===== src/rtl/mem_access_unit_if.sv =====
// Avalon-style data bus between the load/store unit and the data RAM.
interface mem_access_unit_if;
  logic [31:0] address;
  logic        read;
  logic        write;
  logic [3:0]  byteenable;
  logic [31:0] writedata;
  logic        waitrequest;
  logic [31:0] readdata;

  modport master (
    output address, read, write, byteenable, writedata,
    input  waitrequest, readdata
  );

  modport slave (
    input  address, read, write, byteenable, writedata,
    output waitrequest, readdata
  );
endinterface


===== src/rtl/mem_access_unit.sv =====
// Load/store front end: one CPU request becomes one bus transaction with
// lane-correct byteenable/writedata, and load data is aligned and extended.
module mem_access_unit #(
  parameter int RD_LATENCY = 1
) (
  input  logic               clk,
  input  logic               reset_n,
  input  logic               cpu_valid,
  input  logic               cpu_write,
  input  logic [2:0]         cpu_op,
  input  logic [31:0]        cpu_addr,
  input  logic [31:0]        cpu_wdata,
  output logic               cpu_busy,
  output logic               cpu_done,
  output logic               cpu_fault,
  output logic [31:0]        cpu_rdata,
  mem_access_unit_if.master  bus
);

  typedef enum logic [1:0] {IDLE, BUS, WAIT, DONE} state_t;

  state_t      state_q, state_d;
  logic        write_q, write_d;
  logic [2:0]  op_q, op_d;
  logic [31:0] addr_q, addr_d;
  logic [31:0] wdata_q, wdata_d;
  logic        fault_q, fault_d;
  logic [1:0]  cnt_q, cnt_d;
  logic [31:0] rdata_q, rdata_d;

  logic        req_fault;
  logic [3:0]  be_lane;
  logic [31:0] wd_lane;
  logic [31:0] byte_sh;
  logic [15:0] half_sel;
  logic [31:0] ld_ext;
  logic        in_bus;

  // Classify the incoming request: misalignment, reserved ops, unsigned stores.
  always_comb begin
    req_fault = 1'b0;
    case (cpu_op)
      3'b000, 3'b100: req_fault = 1'b0;
      3'b001, 3'b101: req_fault = cpu_addr[0];
      3'b011:         req_fault = (cpu_addr[1:0] != 2'b00);
      default:        req_fault = 1'b1;
    endcase
    if (cpu_write && cpu_op[2])
      req_fault = 1'b1;
  end

  // Byte lanes and replicated store data for the latched request size.
  always_comb begin
    be_lane = 4'b1111;
    wd_lane = wdata_q;
    case (op_q[1:0])
      2'b00: begin
        be_lane = 4'b0001 << addr_q[1:0];
        wd_lane = {4{wdata_q[7:0]}};
      end
      2'b01: begin
        be_lane = addr_q[1] ? 4'b1100 : 4'b0011;
        wd_lane = {2{wdata_q[15:0]}};
      end
      default: begin
        be_lane = 4'b1111;
        wd_lane = wdata_q;
      end
    endcase
  end

  // Shift the addressed byte/half down to bit 0 and extend by op signedness.
  always_comb begin
    byte_sh  = bus.readdata >> {addr_q[1:0], 3'b000};
    half_sel = addr_q[1] ? bus.readdata[31:16] : bus.readdata[15:0];
    case (op_q[1:0])
      2'b00:   ld_ext = op_q[2] ? {24'h0, byte_sh[7:0]}
                                : {{24{byte_sh[7]}}, byte_sh[7:0]};
      2'b01:   ld_ext = op_q[2] ? {16'h0, half_sel}
                                : {{16{half_sel[15]}}, half_sel};
      default: ld_ext = bus.readdata;
    endcase
  end

  // Next-state and datapath register updates.
  always_comb begin
    state_d = state_q;
    write_d = write_q;
    op_d    = op_q;
    addr_d  = addr_q;
    wdata_d = wdata_q;
    fault_d = fault_q;
    cnt_d   = cnt_q;
    rdata_d = rdata_q;
    case (state_q)
      IDLE: begin
        if (cpu_valid) begin
          write_d = cpu_write;
          op_d    = cpu_op;
          addr_d  = cpu_addr;
          wdata_d = cpu_wdata;
          fault_d = req_fault;
          state_d = req_fault ? DONE : BUS;
        end
      end
      BUS: begin
        if (!bus.waitrequest) begin
          if (write_q) begin
            state_d = DONE;
          end else begin
            state_d = WAIT;
            cnt_d   = 2'(RD_LATENCY - 1);
          end
        end
      end
      WAIT: begin
        if (cnt_q == 2'd0) begin
          rdata_d = ld_ext;
          state_d = DONE;
        end else begin
          cnt_d = cnt_q - 2'd1;
        end
      end
      DONE:    state_d = IDLE;
      default: state_d = IDLE;
    endcase
  end

  // State and request registers; reset abandons any transaction in flight.
  always_ff @(posedge clk) begin
    if (!reset_n) begin
      state_q <= IDLE;
      write_q <= 1'b0;
      op_q    <= 3'b000;
      addr_q  <= 32'h0;
      wdata_q <= 32'h0;
      fault_q <= 1'b0;
      cnt_q   <= 2'd0;
      rdata_q <= 32'h0;
    end else begin
      state_q <= state_d;
      write_q <= write_d;
      op_q    <= op_d;
      addr_q  <= addr_d;
      wdata_q <= wdata_d;
      fault_q <= fault_d;
      cnt_q   <= cnt_d;
      rdata_q <= rdata_d;
    end
  end

  // Bus signals are only live in BUS, so they are zero everywhere else.
  assign in_bus         = (state_q == BUS);
  assign bus.read       = in_bus & ~write_q;
  assign bus.write      = in_bus &  write_q;
  assign bus.address    = in_bus ? {addr_q[31:2], 2'b00} : 32'h0;
  assign bus.byteenable = in_bus ? be_lane : 4'b0000;
  assign bus.writedata  = (in_bus && write_q) ? wd_lane : 32'h0;

  assign cpu_busy  = (state_q != IDLE);
  assign cpu_done  = (state_q == DONE);
  assign cpu_fault = (state_q == DONE) & fault_q;
  assign cpu_rdata = rdata_q;

endmodule


===== src/flat_wrapper.sv =====
// flat-port wrapper written by rule: the top's interface ports become plain ports
module mem_access_unit_flat 
#(
  parameter int RD_LATENCY = 1
)
  (clk, reset_n, cpu_valid, cpu_write, cpu_op, cpu_addr, cpu_wdata, cpu_busy, cpu_done, cpu_fault, cpu_rdata, bus_address, bus_read, bus_write, bus_byteenable, bus_writedata, bus_waitrequest, bus_readdata);
  mem_access_unit_if bus_i ();
  input  logic clk;
  input  logic reset_n;
  input  logic cpu_valid;
  input  logic cpu_write;
  input  logic [2:0] cpu_op;
  input  logic [31:0] cpu_addr;
  input  logic [31:0] cpu_wdata;
  output logic cpu_busy;
  output logic cpu_done;
  output logic cpu_fault;
  output logic [31:0] cpu_rdata;
  output wire logic [$bits(bus_i.address)-1:0] bus_address;
  output wire logic [$bits(bus_i.read)-1:0] bus_read;
  output wire logic [$bits(bus_i.write)-1:0] bus_write;
  output wire logic [$bits(bus_i.byteenable)-1:0] bus_byteenable;
  output wire logic [$bits(bus_i.writedata)-1:0] bus_writedata;
  input wire logic [$bits(bus_i.waitrequest)-1:0] bus_waitrequest;
  input wire logic [$bits(bus_i.readdata)-1:0] bus_readdata;
  assign bus_address = bus_i.address;
  assign bus_read = bus_i.read;
  assign bus_write = bus_i.write;
  assign bus_byteenable = bus_i.byteenable;
  assign bus_writedata = bus_i.writedata;
  assign bus_i.waitrequest = bus_waitrequest;
  assign bus_i.readdata = bus_readdata;
  mem_access_unit #(.RD_LATENCY(RD_LATENCY)) u_core (.clk(clk), .reset_n(reset_n), .cpu_valid(cpu_valid), .cpu_write(cpu_write), .cpu_op(cpu_op), .cpu_addr(cpu_addr), .cpu_wdata(cpu_wdata), .cpu_busy(cpu_busy), .cpu_done(cpu_done), .cpu_fault(cpu_fault), .cpu_rdata(cpu_rdata), .bus(bus_i));
endmodule

===== config.mk =====
export PLATFORM = sky130hd
export DESIGN_NAME = mem_access_unit_flat
export DESIGN_NICKNAME = d
export VERILOG_FILES = /design/src/rtl/mem_access_unit_if.sv /design/src/rtl/mem_access_unit.sv /design/src/flat_wrapper.sv
export SDC_FILE = /design/constraint.sdc
export NUM_CORES = 1
export LEC_CHECK = 0
export ABC_CLOCK_PERIOD_IN_PS = 3200
export CORE_MARGIN = 10
export CORE_UTILIZATION = 47
export CTS_CLUSTER_DIAMETER = 50
export DETAILED_ROUTE_END_ITERATION = 6
export PLACE_DENSITY_LB_ADDON = 0.1
export SKIP_LAST_GASP = 1
export SLEW_MARGIN = 0
export SYNTH_ARGS = -nofsm -noshare
export SYNTH_HDL_FRONTEND = slang
export SYNTH_SLANG_ARGS = --single-unit

===== constraint.sdc =====
create_clock -name clk -period 3.2 [get_ports clk]
set_input_delay 0.64 -clock clk [delete_from_list [all_inputs] [get_ports clk]]
set_output_delay 0.64 -clock clk [all_outputs]
set_load 0.05 [all_outputs]

Yosys cells after proc, flatten, opt, wreduce, memory -nomap -nowiden
Index checks and enable logic that the tools add are counted.

word-level totals
  bits in registers = 105
  bits of input ports = 104
  output and inout port bits = 105
  logic and storage cells = 65

cells by class
  $add $sub $neg = 1
  equality and inequality tests = 13
  shifts and indexed selects = 2
  mux-type cells = 22
  bitwise operators = 4
  reductions and logical operators = 15

operators with widths
  cell                                                                count
  32-bit 2-to-1 mux                                                   4
  32-bit case mux with 2 select lines                                 2
  32-bit by 5-bit right shift with 8-bit output                       1
  16-bit 2-to-1 mux                                                   1
  2-bit 2-to-1 mux                                                    7
  4-bit 2-to-1 mux                                                    2
  2-bit inequality test (second input constant)                       4
  2-bit case mux with 4 select lines                                  1
  4-bit case mux with 2 select lines                                  1
  3-bit == test (second input constant)                               2
  2-bit zero test                                                     3
  2-bit nonzero test                                                  3
  2-bit by 1-bit == test with 1-bit output (second input constant)    2
  2-bit == test (second input constant)                               2
  2-bit case mux with 2 select lines                                  1
  2-bit AND reduction                                                 2
  4-bit AND reduction                                                 1
  2-bit OR reduction                                                  2
  1-bit by 2-bit << shifter with 4-bit output (first input constant)  1
  1-bit bitwise AND                                                   3
  3-bit by 1-bit == test with 1-bit output (second input constant)    1
  3-bit by 2-bit == test with 1-bit output (second input constant)    1
  3-bit zero test                                                     1
  1-bit case mux with 3 select lines                                  1
  6 further kinds                                                     8

Depth between registers and ports, before layout
Gate-level depths: netlist (run 1).

  word-level depth = 7
  gate-level depth with buffers = 7
  gate-level depth less buffers = 5

Least setup slack after synthesis (run 1)
Ideal clock, no wire load.

  path type = flip-flop to output port
  from = register u_core.addr_q[0]
  to = output bus_byteenable[3]
  arrival = 2.082 ns
  required time = 2.560 ns
  slack = 0.478 ns
  cell stages (with the launch flop) = 5
  path buffers = 2
  cells stage by stage = dfxtp_1 -> buf_2 -> buf_1 -> o21ai_0 -> a21boi_0

between the ends
  longest elaborated chain between the ends = 3

RTL lines
  item                                         line                    text
  start: declaration                           mem_access_unit.sv:25   logic [31:0] addr_q, addr_d;
  start signal: assignment                     mem_access_unit.sv:144  addr_q <= addr_d;
  1-bit by 2-bit << shifter with 4-bit output  mem_access_unit.sv:58   be_lane = 4'b0001 << addr_q[1:0];
  4-bit case mux with 2 select lines           mem_access_unit.sv:56   case (op_q[1:0])
  4-bit 2-to-1 mux                             mem_access_unit.sv:157  assign bus.byteenable = in_bus ? be_lane : 4'b0000;
  end: declaration                             flat_wrapper.sv:22      output wire logic [$bits(bus_i.byteenable)-1:0] bus_byteenable;

Every way passes these cells.

Worst setup path in the final report (run 1)
  from = register u_core.op_q[0]
  to = output bus_byteenable[0]

between the ends
  longest elaborated chain between the ends = 3
  elaborated cells on any way between the ends = 4
  those cells by class = 1 x eq/ne; 2 x mux; 1 x reduce/logical

RTL lines
  item                                                                         line                    text
  start: declaration                                                           mem_access_unit.sv:24   logic [2:0] op_q, op_d;
  start signal: assignment                                                     mem_access_unit.sv:143  op_q <= op_d;
  2-bit by 1-bit == test with 1-bit output or 2-bit zero test (tied branches)  mem_access_unit.sv:56
  4-bit case mux with 2 select lines *                                         mem_access_unit.sv:56
  4-bit 2-to-1 mux *                                                           mem_access_unit.sv:157

Every way passes the cells marked *; elsewhere a longest branch is shown, timed or not.

==> flow_summary.ini, run 1 <==
[timing]
grt_setup_unrepaired = no
finalCriticalPeriod_ns = 2.87
relSlewSlack_pct = 34.4
setup_tns_ns = 0
setup_violations = 0
fin_worst_skew_ns = 0.00963
slew_viol_final = 0
worstMarginPinSlew_ns = 0.983
period_share_pct = 89.8
max_freq_ghz = 0.348
finalHoldViolations = 0

[placement]
port_buffers = 206
hpwl_mm = 14.3
gp_congestion = 0.930

[logic_synthesis]
yosysWarningCount = 0
syn-cell-area_um2 = 5290
yosys.area.top_type = dfxtp_1
yosysTopAreaCellShare_pct = 39.7
synth_area_leaders = dfxtp_1 (40%), nand2_1 (13%), a21oi_1 (9.7%), and2_1 (4.0%), o21ai_0 (3.5%)
syn_inst = 703
ys_seq_area_share_pct = 39.7
synth-main-ff-cell = dfxtp_1
synthArstFlopShare_pct = 0
synth_edf_count = 0
ys_ff_latch = 105
synth_cell_types = 49
avgSynthCellArea_um2 = 7.53

[critical_path]
critical-path-top-delay-family = flip-flops
required_ns = 2.56
critPathLaunchType = flip-flop
critPathKind = reg -> out
crit_buf_inv = 2
path_cells = buf_4 -> nand2b_1 -> nand2b_1 -> a21boi_0 -> buf_12
crit_top_cell = nand2b_1
setup.worst_path.start = u_core.op_q[0]
cp-end-kind = output port
cpPeakStageDelay_ns = 0.59
critPathMaxFanout = 24
timing.rr.start = u_core.state_q[0]
crit_arrival_ns = 2.23
cp_slowest_cell = dfxtp_1

[power_and_ir_drop]
irDropWorstVdd_v = 0.000676
p_total_mw = 5.92
power.leakage_nw = 3.11
power.density_nw_per_um2 = 709

[cells_and_area]
syn_to_final_growth_pct = 57.8
layout_commonest_cell = nand2_1
drive_gt1_share_pct = 13.2
final_nets = 983
multi_input_area_um2 = 2890
final_cell_mix = nand2_1 (178), clkdlybuf4s50_1 (138), dfxtp_1 (104), a21oi_1 (103), buf_12 (70)
diodes = 0
n_fill_cell = 784
seq_area_um2 = 2100

[min_path]
hp-start = u_core.addr_q[9]
hold_path.class = reg -> reg

[status]
status = finished, final reports clean

[global_routing]
grt_overflow_total = 0
grt_usage_pct = 23.1
grt_first_pass_wirelength_mm = 30.4
antenna_found_initial = 0
grt_max_degree = 56
grt_pass1_vias = 5687

[drt]
finalWirelength_mm = 19.2
vias = 5736
drtIter0Drc = 518
first_pass_iters = 5
ant_nets = 0
vias_per_cell = 5.63
routedWlPerCell_um = 18.9
drc = 0

[die]
die_h_um = 126
die_x_um = 126
dieArea_um2 = 15900
io_pins = 209
initial_core_util_pct = 48.4
num_rows = 38
core_um2 = 10900

[clock_tree]
path_clk_slew_ns = 0.07
cts_resized = 0
cts_tree = yes
post-cts-setup-buffers = 0
clockRootBuffer = clkbuf_16
cts-buffers-inserted = 9
ctsHtreeMaxLevel = 3
cts_buffer_depth = 2
clock-sinks = 105
insertion_delay_ns = 0.36
cts_hold_buf = 0

[run]
drv_cap = 0
## worst register-to-register path, cell delays in order (launching register included)
cell and delay [ns]:
dfxtp_1 0.36, inv_1 0.14, ha_1 0.29, and2_1 0.82, o21ai_0 0.23, o41ai_1 0.35
## area by class of cell
class                           count  share of cell area [%]
Inverter                            9                   0.405
Multi-Input combinational cell    529                    34.6
Clock inverter                      4                   0.330
Sequential cell                   105                    25.2
Clock buffer                       12                    3.07
Tap cell                          140                    2.10
Timing Repair Buffer              219                    34.3
## synthesized netlist by cell type (2+ instances only)
master	instances
a31oi_1	21
mux2i_1	15
nor3_1	34
a211o_1	7
or4b_1	2
o2111ai_1	2
buf_1	5
a21oi_1	103
nor2_1	14
buf_4	5
buf_2	15
nand3b_1	2
o21ai_0	37
a22oi_1	7
mux2_2	9
dfxtp_1	105
clkbuf_1	35
o21a_1	3
and3_1	8
nand2b_1	2
ha_1	6
a21boi_0	2
nor2b_1	13
nor4_1	2
and2_1	34
nand2_1	179
inv_1	7
and3b_1	8
## final timing paths
| check | end | slack [ns] | cells after the start |
|---|---|---|---|
| min reg2reg | u_core.addr_q[9] | 0.45 | 2 |
| max | bus_byteenable[0] | 0.33 | 5 |
| min | u_core.addr_q[9] | 0.45 | 2 |
| max reg2reg | u_core.cpu_rdata[7] | 0.92 | 5 |
## cells by family after synthesis
group | after synthesis | share of synthesized area [%]
and+or+nand+nor | 304 | 26.6
AOI/OAI and AO/OA | 191 | 20.9
DFF | 105 | 39.7
buffers and inverters | 70 | 5.82
muxes | 26 | 5.46
adders and majority gates | 6 | 1.42
other | 1 | 0.0709
## per-layer routing
| layer | wire length (µm) | GRT usage [%] |
|---|---|---|
| met1 | 7230 | 25.8 |
| met2 | 9160 | 37.4 |
| met3 | 2200 | 10.6 |
| met4 | 636 | 9.58 |
| met5 | 0 | 0 |
## state kept, by name (all words and copies together), names as in the netlist
| name | cells |
|---|---|
| u_core.addr_q | 32 |
| u_core.cnt_q | 2 |
| u_core.cpu_rdata | 32 |
| u_core.fault_q | 1 |
| u_core.op_q | 3 |
| u_core.state_q | 2 |
| u_core.wdata_q | 32 |
| u_core.write_q | 1 |
## report_power, final
part	switching (mW)	internal [mW]	total, mW
Combinational	1.86	1.07	2.93
Sequential	0.258	1.65	1.91
Clock	0.510	0.572	1.08
Total	2.63	3.29	5.92
## metrics by stage
stage	hold slack [ns]	worst slack, ns	cells	utilization, %	area, µm²
final	0.451	0.327	1018	76.4	8350
after global routing	0.473	0.200	1018	76.4	8350
after CTS	0.452	0.327	1018	76.4	8350
after detailed placement	0.442	0.714	1002	73.8	8070
after global placement	0.437	0.789	1002	73.8	8070
after floorplan	0.432	0.478	704	-	5300
(Power assumes the default switching activity.)
==> run 2, diff against run 1 <==
Settings changed: CORE_UTILIZATION 47 to 30, PLACE_DENSITY_LB_ADDON 0.1 to unset.
==> run 2 against run 1 <==
  * Power is 1.1% higher
  * Critical path depth down 2
  * Clock power increased by 16%
  * Critical path type unchanged
==> flow_summary.ini, run 2 (same netlist as run 1, synthesis figures left out) <==
[timing]
grt_setup_unrepaired = no
relSlewSlack_pct = 48.8
fin_worst_skew_ns = 0.00767
setup_tns_ns = 0
finalHoldViolations = 0
worstMarginPinSlew_ns = 0.768
slew_viol_final = 0
period_share_pct = 89.5
setup_violations = 0
finalCriticalPeriod_ns = 2.86
max_freq_ghz = 0.349

[clock_tree]
cts-buffers-inserted = 9
cts_tree = yes
cts_buffer_depth = 2
cts_resized = 0
post-cts-setup-buffers = 0
clock-sinks = 105
insertion_delay_ns = 0.35
cts_hold_buf = 0
clockRootBuffer = clkbuf_16
ctsHtreeMaxLevel = 3
path_clk_slew_ns = 0.07

[power_and_ir_drop]
clockPowerShare_pct = 20.9
p_sw_mw = 2.62
power.density_nw_per_um2 = 746
p_comb_share_pct = 47.7
p_int_mw = 3.37
switching_share_pct = 43.7
power.leakage_nw = 3.02
irDropWorstVdd_v = 0.000439
p_total_mw = 5.99
power_frac_seq_pct = 31.4

[drt]
ant_nets = 0
finalWirelength_mm = 20.7
vias = 5494
drc = 0
vias_per_cell = 4.97
drtIter0Drc = 314
first_pass_iters = 5
routedWlPerCell_um = 18.7

[placement]
gp_congestion = 0.784
hpwl_mm = 15.2
port_buffers = 206

[critical_path]
timing.rr.start = u_core.addr_q[1]
required_ns = 2.56
r2r_setup_slack_ns = 1.05
cpPeakStageDelay_ns = 0.59
path_cells = clkinv_1 -> a21boi_0 -> buf_12
cp_slowest_cell = a21boi_0
cp-end-kind = output port
r2r-end = u_core.cpu_rdata[12]
critPathLaunchType = flip-flop
critPathMaxFanout = 16
reg2regPathDepth = 4
crit_arrival_ns = 2.22
critPathKind = reg -> out

[global_routing]
grt_overflow_total = 0
grt_pass1_vias = 5503
grt_max_degree = 46
grt_first_pass_wirelength_mm = 32.2
grt_usage_pct = 17.1
antenna_found_initial = 1

[die]
num_rows = 48
core_um2 = 17300
initial_core_util_pct = 30.6
die_h_um = 153
io_pins = 209
dieArea_um2 = 23300
die_x_um = 153

[status]
status = finished, final reports clean

[min_path]
holdPathStages = 2
hold_path.class = reg -> reg
whs_endpoint = u_core.addr_q[16]
hp-start = u_core.addr_q[16]

[cells_and_area]
syn_to_final_growth_pct = 51.6
drive_gt1_share_pct = 13.5
layout_commonest_cell = nand2_1
final_nets = 985
final_cell_mix = nand2_1 (178), clkdlybuf4s50_1 (138), dfxtp_1 (104), a21oi_1 (103), buf_4 (53)

[run]
drv_cap = 0
## run 2: metal layers
metal,up-vias,wire [µm],track usage [%]
li1,2747,-,-
met3,21,2040,7.37
met5,-,0,0
met1,2524,9050,20.4
met2,202,9240,26.9
met4,0,358,5.27
## run 2: power by group through the flow
stage / Clock (mW) / Combinational (mW) / Sequential, mW
after CTS: 1.28 / 2.90 / 1.88
final: 1.25 / 2.86 / 1.88
after detailed placement: 0 / 2.89 / 1.91
after floorplan: 0 / 1.35 / 2.40
after global routing: 1.33 / 3.09 / 1.92
after global placement: 0 / 2.87 / 1.90
## run 2: worst max-delay path by stage
stage / start / end / slack [ns]
global placement: u_core.op_q[1] / bus_byteenable[0] / 0.74
CTS: u_core.op_q[1] / bus_byteenable[0] / 0.31
global route: u_core.op_q[1] / bus_byteenable[0] / 0.17
floorplan: u_core.addr_q[0] / bus_byteenable[3] / 0.48
finish: u_core.op_q[1] / bus_byteenable[0] / 0.34
detailed placement: u_core.op_q[1] / bus_byteenable[0] / 0.70
## run 2: cell type report
type	instances	area (µm²)
repair buffers	221	2380
clock inverters	4	75.1
clock buffers	12	256
multi-input cells	529	2890
well taps	225	282
inverters	9	33.8
diodes	1	2.50
flip-flops and latches	105	2100
fillers	1790	9270
## run 2: critical path: cells and delay by family, from the launching register on
kind / cells / cell delay [ns]
compound gates: 1 / 0.59
flops: 1 / 0.55
buf+inv: 2 / 0.72
## run 2: per-stage QoR
stage          std cells  util (%)  area, µm²  setup slack (ns)  hold slack (ns)
5_1_grt             1105      46.4       8020             0.174            0.470
4_1_cts             1105      46.4       8020             0.306            0.452
3_3_place_gp        1089      44.5       7690             0.743            0.437
3_5_place_dp        1089      44.5       7690             0.696            0.442
2_1_floorplan        704         -       5300             0.478            0.432
6_report            1106      46.4       8020             0.337            0.452
